<file path="src/rtl/seg_pkg.sv">
// Shared definitions for the seven-segment scan controller.
//   state_t          : scan FSM states (GUARD = all-off gap, SHOW = digit lit)
//   SEG_OFF          : active-low segment pattern with every segment dark
//   NUM_DIGITS_MIN/MAX : legal range for the digit count, checked at elaboration
package seg_pkg;

  typedef enum logic [0:0] {
    GUARD = 1'b0,
    SHOW  = 1'b1
  } state_t;

  localparam logic [6:0] SEG_OFF = 7'h7F;

  localparam int NUM_DIGITS_MIN = 2;
  localparam int NUM_DIGITS_MAX = 8;

endpackage

</file>
<file path="src/rtl/seven_segs.sv">
// 4-bit hex to seven-segment decoder for common-anode displays.
// Ports:
//   hex : nibble to show (0..F)
//   seg : segments g..a, active-low (0 = segment lit)
module seven_segs
  import seg_pkg::*;
(
  input  logic [3:0] hex,
  output logic [6:0] seg
);

  // NOTE: every path through a combinational block must assign its outputs;
  // the default first assignment is what keeps this from inferring a latch.
  always_comb begin
    seg = SEG_OFF;
    case (hex)
      4'h0: seg = 7'h40;
      4'h1: seg = 7'h79;
      4'h2: seg = 7'h24;
      4'h3: seg = 7'h30;
      4'h4: seg = 7'h19;
      4'h5: seg = 7'h12;
      4'h6: seg = 7'h02;
      4'h7: seg = 7'h78;
      4'h8: seg = 7'h00;
      4'h9: seg = 7'h10;
      4'hA: seg = 7'h08;
      4'hB: seg = 7'h03;
      4'hC: seg = 7'h46;
      4'hD: seg = 7'h21;
      4'hE: seg = 7'h06;
      4'hF: seg = 7'h0E;
      default: seg = SEG_OFF;
    endcase
  end

endmodule

</file>
<file path="src/rtl/seg_scan_ctrl.sv">
// Time-multiplexed scan controller for a common-anode multi-digit
// seven-segment display. One shared decoder is fed the nibble of the digit
// being visited; each visit is preceded by an all-off guard gap to stop
// ghosting. New display values arrive over a valid/ready port into a
// one-entry pending buffer and are committed only at the end of a frame.
//
// Optional feature: define SEG_LZS_EN for leading-zero suppression
// (digits above the most significant non-zero digit go dark; digit 0 never).
//
// Ports:
//   clk, rst_n  : clock (rising edge), asynchronous active-low reset
//   wr_valid    : wr_data/wr_blank valid
//   wr_ready    : pending buffer empty, a write can be taken
//   wr_data     : nibble i drives digit i
//   wr_blank    : bit i forces digit i dark
//   seg         : segments g..a, active-low
//   dig_sel     : digit enables, active-low, at most one low
//   frame_tick  : one-cycle pulse after each frame boundary
module seg_scan_ctrl
  import seg_pkg::*;
#(
  parameter int NUM_DIGITS  = 4,
  parameter int REFRESH_DIV = 50000,
  parameter int BLANK_GUARD = 16
) (
  input  logic                    clk,
  input  logic                    rst_n,
  input  logic                    wr_valid,
  output logic                    wr_ready,
  input  logic [4*NUM_DIGITS-1:0] wr_data,
  input  logic [NUM_DIGITS-1:0]   wr_blank,
  output logic [6:0]              seg,
  output logic [NUM_DIGITS-1:0]   dig_sel,
  output logic                    frame_tick
);

  localparam int CNT_MAX = (REFRESH_DIV > BLANK_GUARD) ? REFRESH_DIV : BLANK_GUARD;
  localparam int CW      = $clog2(CNT_MAX + 1);
  localparam int IW      = $clog2(NUM_DIGITS);

  localparam logic [CW-1:0] SHOW_LOAD  = CW'(REFRESH_DIV - 1);
  localparam logic [CW-1:0] GUARD_LOAD = CW'(BLANK_GUARD - 1);
  localparam logic [IW-1:0] IDX_LAST   = IW'(NUM_DIGITS - 1);

  if (NUM_DIGITS < NUM_DIGITS_MIN || NUM_DIGITS > NUM_DIGITS_MAX) begin : g_bad_digits
    $error("seg_scan_ctrl: NUM_DIGITS must be within 2..8");
  end
  if (REFRESH_DIV < 2) begin : g_bad_refresh
    $error("seg_scan_ctrl: REFRESH_DIV must be at least 2");
  end
  if (BLANK_GUARD < 1) begin : g_bad_guard
    $error("seg_scan_ctrl: BLANK_GUARD must be at least 1");
  end

  state_t                       state;
  logic [IW-1:0]                idx;
  logic [CW-1:0]                cnt;
  logic                         pend_full;
  logic [NUM_DIGITS-1:0][3:0]   pend_data;
  logic [NUM_DIGITS-1:0]        pend_blank;
  logic [NUM_DIGITS-1:0][3:0]   disp_data;
  logic [NUM_DIGITS-1:0]        disp_blank;
  logic [NUM_DIGITS-1:0]        eff_blank;
  logic [3:0]                   cur_nibble;
  logic [6:0]                   dec_seg;
  logic                         last_cycle;
  logic                         commit;
  logic                         xfer;

  // cnt holds the cycles left in the current state after this one, so the
  // state ends when it reaches zero.
  assign last_cycle = (cnt == '0);
  assign commit     = (state == SHOW) && last_cycle && (idx == IDX_LAST);
  assign wr_ready   = ~pend_full;
  assign xfer       = wr_valid && !pend_full;

  // NOTE: sequential state uses non-blocking assignments so every register
  // samples pre-edge values regardless of block ordering.
  always_ff @(posedge clk or negedge rst_n) begin
    if (!rst_n) begin
      state <= GUARD;
      idx   <= '0;
      cnt   <= '0;
    end else begin
      case (state)
        GUARD: begin
          if (last_cycle) begin
            state <= SHOW;
            cnt   <= SHOW_LOAD;
          end else begin
            cnt <= cnt - 1'b1;
          end
        end
        SHOW: begin
          if (last_cycle) begin
            state <= GUARD;
            cnt   <= GUARD_LOAD;
            idx   <= (idx == IDX_LAST) ? '0 : idx + 1'b1;
          end else begin
            cnt <= cnt - 1'b1;
          end
        end
      endcase
    end
  end

  // The commit reads pending before a same-cycle write overwrites it; a write
  // cannot land while pending is full, so a write on the commit edge only
  // happens with pending empty and simply waits for the next frame.
  // NOTE: the display registers are data storage yet are reset on purpose:
  // the display must come up dark, not showing power-up garbage.
  always_ff @(posedge clk or negedge rst_n) begin
    if (!rst_n) begin
      pend_full  <= 1'b0;
      pend_data  <= '0;
      pend_blank <= '0;
      disp_data  <= '0;
      disp_blank <= '1;
    end else begin
      if (commit && pend_full) begin
        disp_data  <= pend_data;
        disp_blank <= pend_blank;
        pend_full  <= 1'b0;
      end
      if (xfer) begin
        pend_data  <= wr_data;
        pend_blank <= wr_blank;
        pend_full  <= 1'b1;
      end
    end
  end

`ifdef SEG_LZS_EN
  // A digit is a leading zero when it and every more significant digit are 0.
  always_comb begin : p_eff_blank
    logic upper_zero;
    eff_blank  = disp_blank;
    upper_zero = 1'b1;
    for (int i = NUM_DIGITS - 1; i >= 1; i--) begin
      upper_zero   = upper_zero && (disp_data[i] == 4'h0);
      eff_blank[i] = disp_blank[i] | upper_zero;
    end
  end
`else
  assign eff_blank = disp_blank;
`endif

  // Shared decoder: the idx mux in front of it is the only path to seg.
  assign cur_nibble = disp_data[idx];

  seven_segs u_dec (
    .hex (cur_nibble),
    .seg (dec_seg)
  );

  always_ff @(posedge clk or negedge rst_n) begin
    if (!rst_n) begin
      seg        <= SEG_OFF;
      dig_sel    <= '1;
      frame_tick <= 1'b0;
    end else begin
      frame_tick <= commit;
      if (state == SHOW) begin
        dig_sel <= ~(NUM_DIGITS'(1) << idx);
        seg     <= eff_blank[idx] ? SEG_OFF : dec_seg;
      end else begin
        dig_sel <= '1;
        seg     <= SEG_OFF;
      end
    end
  end

endmodule

</file>
<file path="config.mk">
export PLATFORM = sky130hd
export DESIGN_NAME = seg_scan_ctrl
export DESIGN_NICKNAME = d
export VERILOG_FILES = /design/src/rtl/seg_pkg.sv /design/src/rtl/seven_segs.sv /design/src/rtl/seg_scan_ctrl.sv
export SDC_FILE = /design/constraint.sdc
export NUM_CORES = 1
export LEC_CHECK = 0
export BUFFER_PORTS_ARGS = -buffer_cell sky130_fd_sc_hd__buf_2
export CORE_MARGIN = 4
export CORE_UTILIZATION = 40
export CTS_CLUSTER_DIAMETER = 30
export DETAILED_ROUTE_END_ITERATION = 7
export PLACE_DENSITY = 0.6
export SYNTH_ARGS = -nofsm -noshare
export SYNTH_HDL_FRONTEND = slang
export SYNTH_SLANG_ARGS = --single-unit
export TNS_END_PERCENT = 30
</file>
<file path="constraint.sdc">
create_clock -name clk -period 3.6 [get_ports clk]
set_input_delay 0.36 -clock clk [delete_from_list [all_inputs] [get_ports clk]]
set_output_delay 0.36 -clock clk [all_outputs]
set_load 0.05 [all_outputs]
</file>
==> impl_summary.log, run 1 <==
[metrics] number of fillers in the final layout: 704
[metrics] maximum vdd drop: ~240 uV
[metrics] Hold-fix buffers, CTS: 0
[metrics] CP Data Required Time: 3.83 ns
[metrics] total die area: 9570 sq um
[metrics] library cells used by synthesis: 35
[metrics] Final nets: 318
[metrics] top_reg_cell synth: sky130_fd_sc_hd__dfrtp_1
[metrics] number of remaining DRC errors: 0
[metrics] detailed-router iteration count before antenna repair: 4
[metrics] utilization of the core after routing: 48.3%
[metrics] total gr overflow: 0
[metrics] leakage power total: 1.69 nW
[metrics] async set-reset flop share out of synthesis: between 90% and 100%
[metrics] final std cells w/o fill: 389
[metrics] Final Skew: 0.0169 ns
[metrics] last weighted congestion value of the routability-driven placer: 0.803
[metrics] worst endpoint data arrival time: 3.10 ns
[metrics] leading cell types by count after synthesis: sky130_fd_sc_hd__dfrtp_1, sky130_fd_sc_hd__mux2_2, sky130_fd_sc_hd__dfstp_2
[metrics] peak fanout along the critical path: 16
[metrics] Num CTS Buffers: 9
[metrics] detail-routed net length per standard cell: 14.3 um
[metrics] clock-pin slew on the worst setup and hold paths: roughly 0.09 ns
[metrics] critical path launch point type: register
[metrics] Post-CTS Repair Setup Buffers: 0
[metrics] most instantiated library cell after synthesis: sky130_fd_sc_hd__dfrtp_1
[metrics] net count of the mapped netlist: 277
[metrics] share of the synthesized area in the top cell type: 44.2%
[metrics] post-synthesis register bit count: 72
[metrics] FP Rows: 32
[metrics] post-CTS sizing: 0
[metrics] number of cells after detailed placement: 373
[metrics] All-Layer GR Usage: 12.6%
[metrics] cell types occupying the most area after synthesis: sky130_fd_sc_hd__dfrtp_1, sky130_fd_sc_hd__mux2_2, sky130_fd_sc_hd__dfstp_2
[metrics] number of cells produced by synthesis: 241
[metrics] worst rel slew slack: 26.1%
[metrics] sinks on the clock net: 72
[metrics] Final Max Slew Viols: 0
[metrics] share of cells above drive strength 1: ~43%
[metrics] count of buffers from port buffering: 35
[metrics] wire length of the first global-routing pass: 9630 um
[metrics] layout-stage area growth over the synthesis result: 16.2%
[metrics] initial core utilization: 41.5%
[metrics] height of the die: 97.8 um
[metrics] Avg Vias per Cell: 4.92
[metrics] number of antenna violations at the first check in global routing: 0
[metrics] summed negative setup slack over all endpoints: 0 ns
[metrics] maximum number of pins on one net before global-route repair: 52
[metrics] count of H-tree levels built during CTS: 3
[metrics] worst min-delay path category: input port to asynchronous set/reset pin
[metrics] syn avg cell area: 13.4 sq um
[metrics] category of the critical setup timing path: register to register
[metrics] clock buffer depth: 2
[metrics] floorplan die width: 97.8 um
[metrics] Core Footprint: 7770 sq um
[metrics] YS warnings: 0
[metrics] final count of negative-setup-slack endpoints: 0
[metrics] total via count in the routed design: 1913
[metrics] setup repair after global routing missed its margin: false
[metrics] Skew-Pair Late Insertion Delay: 0.35 ns
[metrics] Root Driver: sky130_fd_sc_hd__clkbuf_8
[metrics] final routed wirelength across all metal layers: 5540 um
[metrics] transition time of the tightest slew-check pin: approximately 1.1 ns
[metrics] DP HPWL: between 3000 and 4000 um
[metrics] post-synthesis sequential area ratio: 56.4%
[metrics] number of diodes added for antenna fixing: 0
[metrics] run status: finished, final reports clean
[metrics] maximum capacitance violations: 0
[metrics] boundary pin count: 36
[metrics] Post-Synthesis Cell Area: ~3200 sq um
[metrics] cell type contributing the most total cell area after synthesis: sky130_fd_sc_hd__dfrtp_1
[metrics] CTS tree: built
[metrics] vias in the first global route: 2022
[metrics] power density over the cells: about 430 nW/um^2
[metrics] FMAX: around 350 MHz
[metrics] final-report hold violation count: 0
[metrics] number of enable-type register cells in the synthesized netlist: 0
[metrics] CP endpoint kind: register
[metrics] Iteration-0 DRC Markers: 71
[metrics] share of the clock period used by the worst path: 79.5%
[metrics] fin crit period: 2.86 ns
[metrics] ANT nets after route: 0
metrics by stage:
stage                     hold slack, ns  cell area [sq um]  total power, mW  setup slack, ns
after floorplan                   0.0644               3230            0.888             1.03
after global placement             0.465               3530            0.926            0.815
after detailed placement           0.469               3530            0.927            0.706
after CTS                          0.208               3750             1.65            0.713
after global routing               0.207               3750             1.70            0.565
final                              0.213               3750             1.63            0.737
final timing paths:
kind                       cells past startpoint  slack, ns         startpoint                   endpoint
max in group asynchronous                      2       2.50              rst_n  disp_blank[0]$_DFFE_PN1P_
hold / removal                                 1       0.21              rst_n           cnt[5]$_DFF_PN0_
hold reg to reg                                1       0.48  cnt[14]$_DFF_PN0_          cnt[14]$_DFF_PN0_
setup / recovery                               9       0.74   cnt[0]$_DFF_PN0_  disp_data[11]$_DFFE_PN0P_
min in group clk                               2       0.23           wr_valid      pend_full$_DFFE_PN0P_
setup reg to reg                               9       0.74   cnt[0]$_DFF_PN0_  disp_data[11]$_DFFE_PN0P_
placed cells by master, fill, tap and decap left out, types with 4 or more instances in the layout:
cell and count:
sky130_fd_sc_hd__dfrtp_1 57, sky130_fd_sc_hd__mux2_2 40, sky130_fd_sc_hd__buf_2 35, sky130_fd_sc_hd__dfstp_2 15, sky130_fd_sc_hd__ha_1 13, sky130_fd_sc_hd__inv_1 12
sky130_fd_sc_hd__nand2_1 12, sky130_fd_sc_hd__nor2_1 9, sky130_fd_sc_hd__clkbuf_8 9, sky130_fd_sc_hd__xor2_1 7, sky130_fd_sc_hd__xnor2_1 6, sky130_fd_sc_hd__mux4_2 6
sky130_fd_sc_hd__o221ai_1 6, sky130_fd_sc_hd__nor4_1 5, sky130_fd_sc_hd__nor3_1 5, sky130_fd_sc_hd__a21oi_1 5, sky130_fd_sc_hd__buf_4 5, sky130_fd_sc_hd__or3_1 4
sky130_fd_sc_hd__nor2b_1 4
flip-flops by register name, indices dropped and copies added, names as in the netlist:
| name | flops |
|---|---|
| seg | 7 |
| pend_full | 1 |
| frame_tick | 1 |
| state | 1 |
| pend_data | 16 |
| pend_blank | 4 |
| disp_data | 16 |
| dig_sel | 4 |
| cnt | 16 |
| disp_blank | 4 |
| idx | 2 |
power breakdown:
| part | total (mW) | internal, mW | switching, mW |
|---|---|---|---|
| clock network | 0.716 | 0.397 | 0.319 |
| registers | 0.854 | 0.838 | 0.0160 |
| logic | 0.0548 | 0.0307 | 0.0241 |
| total | 1.63 | 1.27 | 0.359 |
final cells by class:
class                   instances  area, sq um  area share (%)
clock buffers                   9          124            3.30
inverters                      12         45.0            1.20
repair buffers                 40          213            5.67
multi-input cells             147         1320            35.2
flip-flops and latches         72         1820            48.5
clock inverters                 7          101            2.70
well taps                     102          128            3.40
layer usage:
layer,GRT usage [%],vias to the layer above,wire length [um]
met5,0,-,0
met4,5.64,0,85
met3,3.79,7,234
met2,18.7,32,2470
met1,17.1,940,2760
li1,-,934,-
cell families after synthesis:
| logic type | count (synthesis) | synth area share [%] |
|---|---|---|
| XOR/XNOR | 13 | 3.53 |
| adder cells (fa/ha/maj) | 13 | 5.04 |
| AND/OR/NAND/NOR | 56 | 10.0 |
| multiplexers | 47 | 18.5 |
| buffers and inverters | 22 | 2.68 |
| AO/OA/AOI/OAI | 18 | 3.88 |
| flip-flops | 72 | 56.4 |
critical path: stages (launching register included):
cell and delay, ns:
sky130_fd_sc_hd__dfrtp_1 0.40, sky130_fd_sc_hd__inv_1 0.09, sky130_fd_sc_hd__ha_1 0.13, sky130_fd_sc_hd__or4b_2 0.65, sky130_fd_sc_hd__nor4_1 0.28, sky130_fd_sc_hd__ha_1 0.29, sky130_fd_sc_hd__and2_1 0.18, sky130_fd_sc_hd__nand2_1 0.18
sky130_fd_sc_hd__buf_4 0.26, sky130_fd_sc_hd__mux2_2 0.29
No activity file was read; power rests on OpenSTA's default activity.
==> run 2: changes to the inputs <==
- clock period: 3.6 -> 2.8 ns (I/O delays scaled with it)
==> run 2 against run 1 <==
Compared with the run above:
- global-route usage rose by 0.33 points
- clock-buffer cell count increased by 1
- total power grew 29%
- clock power is 31% higher
- worst hold slack got worse by 0.086 ns
- non-clock buffer count rose by 2
- fmax rose by 9.4%
- setup slack worse by 0.55 ns
- first-iteration DRC count decreased by 5.6%
- sequential share of layout area decreased by 0.46 points
- via count increased by 2.0%
- die area unchanged
- critical path type unchanged
- critical endpoint is now disp_data[12]$_DFFE_PN0P_
- largest power group unchanged
==> impl_summary.log, run 2 (synthesis results as in run 1) <==
[metrics] worst rel slew slack: 41.3%
[metrics] number of antenna violations at the first check in global routing: 0
[metrics] Final Max Slew Viols: 0
[metrics] Final Skew: 0.00847 ns
[metrics] number of diodes added for antenna fixing: 0
[metrics] maximum number of pins on one net before global-route repair: 73
[metrics] count of H-tree levels built during CTS: 3
[metrics] total die area: 9570 sq um
[metrics] maximum capacitance violations: 0
[metrics] clock buffer depth: 2
[metrics] floorplan die width: 97.8 um
[metrics] DP HPWL: 3890 um
[metrics] last weighted congestion value of the routability-driven placer: roughly 0.8
[metrics] CP endpoint kind: register
[metrics] total via count in the routed design: 1951
[metrics] All-Layer GR Usage: 12.9%
[metrics] Core Footprint: between 7000 and 8000 sq um
[metrics] Num CTS Buffers: 9
[metrics] count of buffers from port buffering: 35
[metrics] Iteration-0 DRC Markers: between 60 and 70
[metrics] number of remaining DRC errors: 0
[metrics] CP Data Required Time: 3.03 ns
[metrics] share of cells above drive strength 1: 44.3%
[metrics] run status: finished, final reports clean
[metrics] summed negative setup slack over all endpoints: 0 ns
[metrics] maximum vdd drop: 244 uV
[metrics] share of total power in combinational logic: 3.3%
[metrics] clock-pin slew on the worst setup and hold paths: 0.08 ns
[metrics] boundary pin count: 36
[metrics] wire length of the first global-routing pass: 9740 um
[metrics] Post-CTS Repair Setup Buffers: 0
[metrics] worst min-delay path category: input port to asynchronous set/reset pin
[metrics] switching share of power: 21.7%
[metrics] power density over the cells: 555 nW/um^2
[metrics] worst flop-to-flop path startpoint: cnt[0]$_DFF_PN0_
[metrics] Avg Vias per Cell: between 4 and 5
[metrics] commonest non-fill, non-tap cells in the layout: sky130_fd_sc_hd__dfrtp_1, sky130_fd_sc_hd__mux2_2, sky130_fd_sc_hd__buf_2
[metrics] utilization of the core after routing: 48.8%
[metrics] Sw Pwr: 0.455 mW
[metrics] final-report hold violation count: 0
[metrics] number of cells after detailed placement: 375
[metrics] total gr overflow: 0
[metrics] initial core utilization: roughly 42%
[metrics] end of the worst register-to-register path: disp_data[12]$_DFFE_PN0P_
[metrics] Root Driver: sky130_fd_sc_hd__clkbuf_8
[metrics] category of the critical setup timing path: register to register
[metrics] FMAX: 382 MHz
[metrics] detail-routed net length per standard cell: 14.8 um
[metrics] CTS tree: built
[metrics] share of the clock period used by the worst path: between 90% and 100%
[metrics] setup repair after global routing missed its margin: false
[metrics] fin crit period: 2.62 ns
[metrics] biggest regs: cnt x16, disp_data x16, pend_data x16
[metrics] Final nets: 320
[metrics] final std cells w/o fill: about 400
[metrics] leakage power total: between 1.5 and 2 nW
[metrics] FP Rows: 32
[metrics] sinks on the clock net: 72
[metrics] detailed-router iteration count before antenna repair: 4
[metrics] vias in the first global route: 2041
[metrics] final count of negative-setup-slack endpoints: 0
[metrics] leading cell type in the layout, fill and taps excluded: sky130_fd_sc_hd__dfrtp_1
[metrics] worst endpoint data arrival time: between 2 and 3 ns
[metrics] clock share of power: 44.5%
[metrics] layout-stage area growth over the synthesis result: 17.4%
[metrics] setup slack, reg-to-reg: 0.18 ns
[metrics] Skew-Pair Late Insertion Delay: 0.35 ns
[metrics] transition time of the tightest slew-check pin: 0.880 ns
[metrics] Seq pwr share: 52.2%
[metrics] worst r2r path cells: 9
[metrics] peak fanout along the critical path: 21
[metrics] cell internal power dissipation: approximately 1.6 mW
[metrics] final routed wirelength across all metal layers: about 5800 um
[metrics] critical path launch point type: register
[metrics] height of the die: 97.8 um
[metrics] ANT nets after route: 0
[run 2: area by class of cell]
type	instances	area, sq um
clock inverter	6	91.3
fill	707	3980
timing repair buffer	42	228
sequential	72	1820
multi-input combinational	147	1340
clock buffer	10	138
inverter	12	45.0
tap	102	128
[run 2: power by group through the flow]
stage               Clock (mW)  Combinational, mW  Sequential, mW
CTS                      0.965             0.0722            1.10
floorplan                    0             0.0330            1.11
finish                   0.935             0.0690            1.10
global route              1.02             0.0794            1.10
detailed placement           0             0.0724            1.12
global placement             0             0.0695            1.12
[run 2: worst max-delay path, cell delays in order, from the launching register on]
cell and delay [ns]:
sky130_fd_sc_hd__dfrtp_1 0.41, sky130_fd_sc_hd__inv_1 0.09, sky130_fd_sc_hd__ha_1 0.14, sky130_fd_sc_hd__or4b_2 0.69, sky130_fd_sc_hd__nor4_4 0.19, sky130_fd_sc_hd__ha_2 0.26, sky130_fd_sc_hd__and2_1 0.15, sky130_fd_sc_hd__nand2_1 0.05
sky130_fd_sc_hd__buf_4 0.22, sky130_fd_sc_hd__mux2_2 0.30
[run 2: how the worst max path moves through the flow]
stage	from	to	slack, ns
after floorplan	cnt[0]$_DFF_PN0_	disp_data[0]$_DFFE_PN0P_	0.23
after CTS	cnt[0]$_DFF_PN0_	disp_data[12]$_DFFE_PN0P_	0.05
after detailed placement	cnt[0]$_DFF_PN0_	disp_data[6]$_DFFE_PN0P_	0.07
after global routing	cnt[0]$_DFF_PN0_	disp_data[11]$_DFFE_PN0P_	0.05
after global placement	cnt[0]$_DFF_PN0_	disp_data[7]$_DFFE_PN0P_	0.16
final	cnt[0]$_DFF_PN0_	disp_data[12]$_DFFE_PN0P_	0.18
[run 2: per-stage QoR]
step	instance area (sq um)	hold WS, ns	power (mW)	setup WS, ns
after detailed placement	3540	0.471	1.19	0.0665
after global routing	3790	0.147	2.20	0.0481
after global placement	3540	0.467	1.19	0.164
after floorplan	3230	-0.0156	1.14	0.228
final	3790	0.127	2.10	0.183
after CTS	3770	0.133	2.14	0.0503
[run 2: per-layer routing]
metal | vias up | track usage, % | share of wire (%)
li1 | 937 | - | -
met1 | 971 | 17.5 | 48
met2 | 37 | 19.3 | 47
met3 | 6 | 3.57 | 4.1
met4 | 0 | 6.39 | 1.4
met5 | - | 0 | 0
[run 2: what timing repair did]
item                       in CTS  in global routing
hold buffers                    0                  0
resized for setup               0                  3
setup endpoints to repair       0                 20
==> run 3: changes to the inputs <==
- clock period: 2.8 -> 2.96 ns (I/O delays scaled with it)
==> run 3 against run 2 <==
Compared with the run above:
- clock skew grew 0.0037 ns
- final area is 1.2% lower
- final cell count stayed put
- sequential share of layout area grew 0.56 points
- routed wire length decreased by 4.8%
- via count decreased by 2.4%
- non-clock buffer count unchanged
- register-to-register slack gained 0.08 ns
- sequential power is 5% lower
- worst hold slack better by 0.050 ns
- total power shrank 10%
- highest routed layer unchanged
==> impl_summary.log, run 3 (synthesis results as in run 1) <==
[metrics] All-Layer GR Usage: between 10% and 20%
[metrics] share of cells above drive strength 1: a little over two fifths
[metrics] total gr overflow: 0
[metrics] worst endpoint data arrival time: between 2 and 3 ns
[metrics] number of diodes added for antenna fixing: 0
[metrics] final count of negative-setup-slack endpoints: 0
[metrics] commonest non-fill, non-tap cells in the layout: sky130_fd_sc_hd__dfrtp_1, sky130_fd_sc_hd__mux2_2, sky130_fd_sc_hd__buf_2
[metrics] FMAX: ~370 MHz
[metrics] run status: finished, final reports clean
[metrics] CP endpoint kind: register
[metrics] summed negative setup slack over all endpoints: 0 ns
[metrics] leakage power total: 1.69 nW
[metrics] setup repair after global routing missed its margin: false
[metrics] share of the clock period used by the worst path: about nine tenths
[metrics] count of H-tree levels built during CTS: 3
[metrics] Root Driver: sky130_fd_sc_hd__clkbuf_8
[metrics] clock buffer depth: 2
[metrics] total die area: 9570 sq um
[metrics] detailed-router iteration count before antenna repair: 4
[metrics] transition time of the tightest slew-check pin: 0.538 ns
[metrics] maximum vdd drop: 264 uV
[metrics] CP Data Required Time: ~3.2 ns
[metrics] maximum capacitance violations: 0
[metrics] boundary pin count: 36
[metrics] layout-stage area growth over the synthesis result: 16.0%
[metrics] number of remaining DRC errors: 0
[metrics] height of the die: 97.8 um
[metrics] setup slack, reg-to-reg: 0.26 ns
[metrics] worst rel slew slack: between 60% and 70%
[metrics] ANT nets after route: 0
[metrics] utilization of the core after routing: 48.2%
[metrics] FP Rows: 32
[metrics] detail-routed net length per standard cell: 14.1 um
[metrics] total via count in the routed design: 1904
[metrics] Final Skew: 0.0122 ns
[metrics] worst min-delay path category: input port to register
[metrics] biggest regs: cnt x16, disp_data x16, pend_data x16
[metrics] fin crit period: 2.70 ns
[metrics] vias in the first global route: 2038
[metrics] floorplan die width: ~98 um
[metrics] Final Max Slew Viols: 0
[metrics] final-report hold violation count: 0
[metrics] sinks on the clock net: just over 70
[metrics] Core Footprint: about 7800 sq um
[metrics] Final nets: 320
[metrics] leading cell type in the layout, fill and taps excluded: sky130_fd_sc_hd__dfrtp_1
[metrics] power density over the cells: 503 nW/um^2
[metrics] wire length of the first global-routing pass: 9810 um
[metrics] CTS tree: built
[metrics] Skew-Pair Late Insertion Delay: 0.34 ns
[metrics] peak fanout along the critical path: 16
[metrics] initial core utilization: 41.5%
[metrics] critical path launch point type: register
[metrics] Avg Vias per Cell: 4.87
[metrics] Iteration-0 DRC Markers: 90
[metrics] count of buffers from port buffering: 35
[metrics] clock-pin slew on the worst setup and hold paths: 0.07 ns
[metrics] last weighted congestion value of the routability-driven placer: 0.731
[metrics] Num CTS Buffers: 9
[metrics] number of antenna violations at the first check in global routing: 0
[metrics] number of fillers in the final layout: around 740
[metrics] post-CTS sizing: 0
[metrics] maximum number of pins on one net before global-route repair: 32
[metrics] final routed wirelength across all metal layers: 5490 um
[metrics] DP HPWL: 3930 um
[metrics] category of the critical setup timing path: register to register
run 3: cell count changes in the layout (fill, tap and decap cells not counted), sizes merged:
cell,before,now
buf,42,41
bufinv,2,1
clkbuf,10,14
clkinv,3,0
clkinvlp,0,1
dlygate4sd3,0,1
inv,13,12
run 3: power breakdown:
| part | switching [mW] | internal [mW] |
|---|---|---|
| sequential | 0.0193 | 1.02 |
| combinational | 0.0290 | 0.0381 |
| clock | 0.339 | 0.437 |
| total | 0.387 | 1.50 |
run 3: worst paths after layout:
path,from,depth (start not counted),to
worst max register to register,cnt[0]$_DFF_PN0_,9,disp_data[9]$_DFFE_PN0P_
max in group asynchronous,rst_n,3,pend_data[12]$_DFFE_PN0P_
worst max-delay path,cnt[0]$_DFF_PN0_,9,disp_data[9]$_DFFE_PN0P_
min in group asynchronous,rst_n,2,cnt[10]$_DFF_PN0_
worst min register to register,cnt[14]$_DFF_PN0_,1,cnt[14]$_DFF_PN0_
worst min-delay path,wr_valid,2,pend_full$_DFFE_PN0P_
run 3: routing by layer:
metal  vias to the layer above  global-route usage [%]  wire [um]
li1                        939                       -          -
met1                       926                    17.5       2660
met2                        34                    19.0       2510
met3                         5                    4.43        266
met4                         0                    4.47         61
met5                         -                       0          0
run 3: through the flow:
stage	cells	area, sq um	setup slack, ns	hold WS (ns)	power, mW
floorplan	241	3230	0.388	0.000409	1.08
global placement	374	3530	0.322	0.273	1.13
detailed placement	374	3530	0.271	0.275	1.13
CTS	391	3740	0.245	0.153	1.92
global route	391	3740	0.0431	0.158	1.98
finish	391	3740	0.260	0.177	1.88
run 3: cell type report:
class | instances | area [sq um] | share of cell area (%)
Clock buffer | 14 | 163 | 4.34
Clock inverter | 2 | 37.5 | 1.00
Inverter | 12 | 45.0 | 1.20
Multi-Input combinational cell | 147 | 1320 | 35.3
Sequential cell | 72 | 1820 | 48.6
Tap cell | 102 | 128 | 3.41
Timing Repair Buffer | 42 | 230 | 6.15
run 3: worst max-delay path, stage by stage (launching register included):
cell,delay (ns)
sky130_fd_sc_hd__dfrtp_1,0.40
sky130_fd_sc_hd__inv_1,0.09
sky130_fd_sc_hd__ha_1,0.14
sky130_fd_sc_hd__or4b_2,0.65
sky130_fd_sc_hd__nor4_1,0.27
sky130_fd_sc_hd__ha_1,0.29
sky130_fd_sc_hd__and2_1,0.17
sky130_fd_sc_hd__nand2_1,0.07
sky130_fd_sc_hd__buf_4,0.21
sky130_fd_sc_hd__mux2_2,0.29
run 3: repair_timing:
item | CTS | global route
endpoints found under the hold margin | 13 | 0
buffers inserted | 0 | 0
hold buffers | 1 | 0
endpoints found under the setup margin | 0 | 0
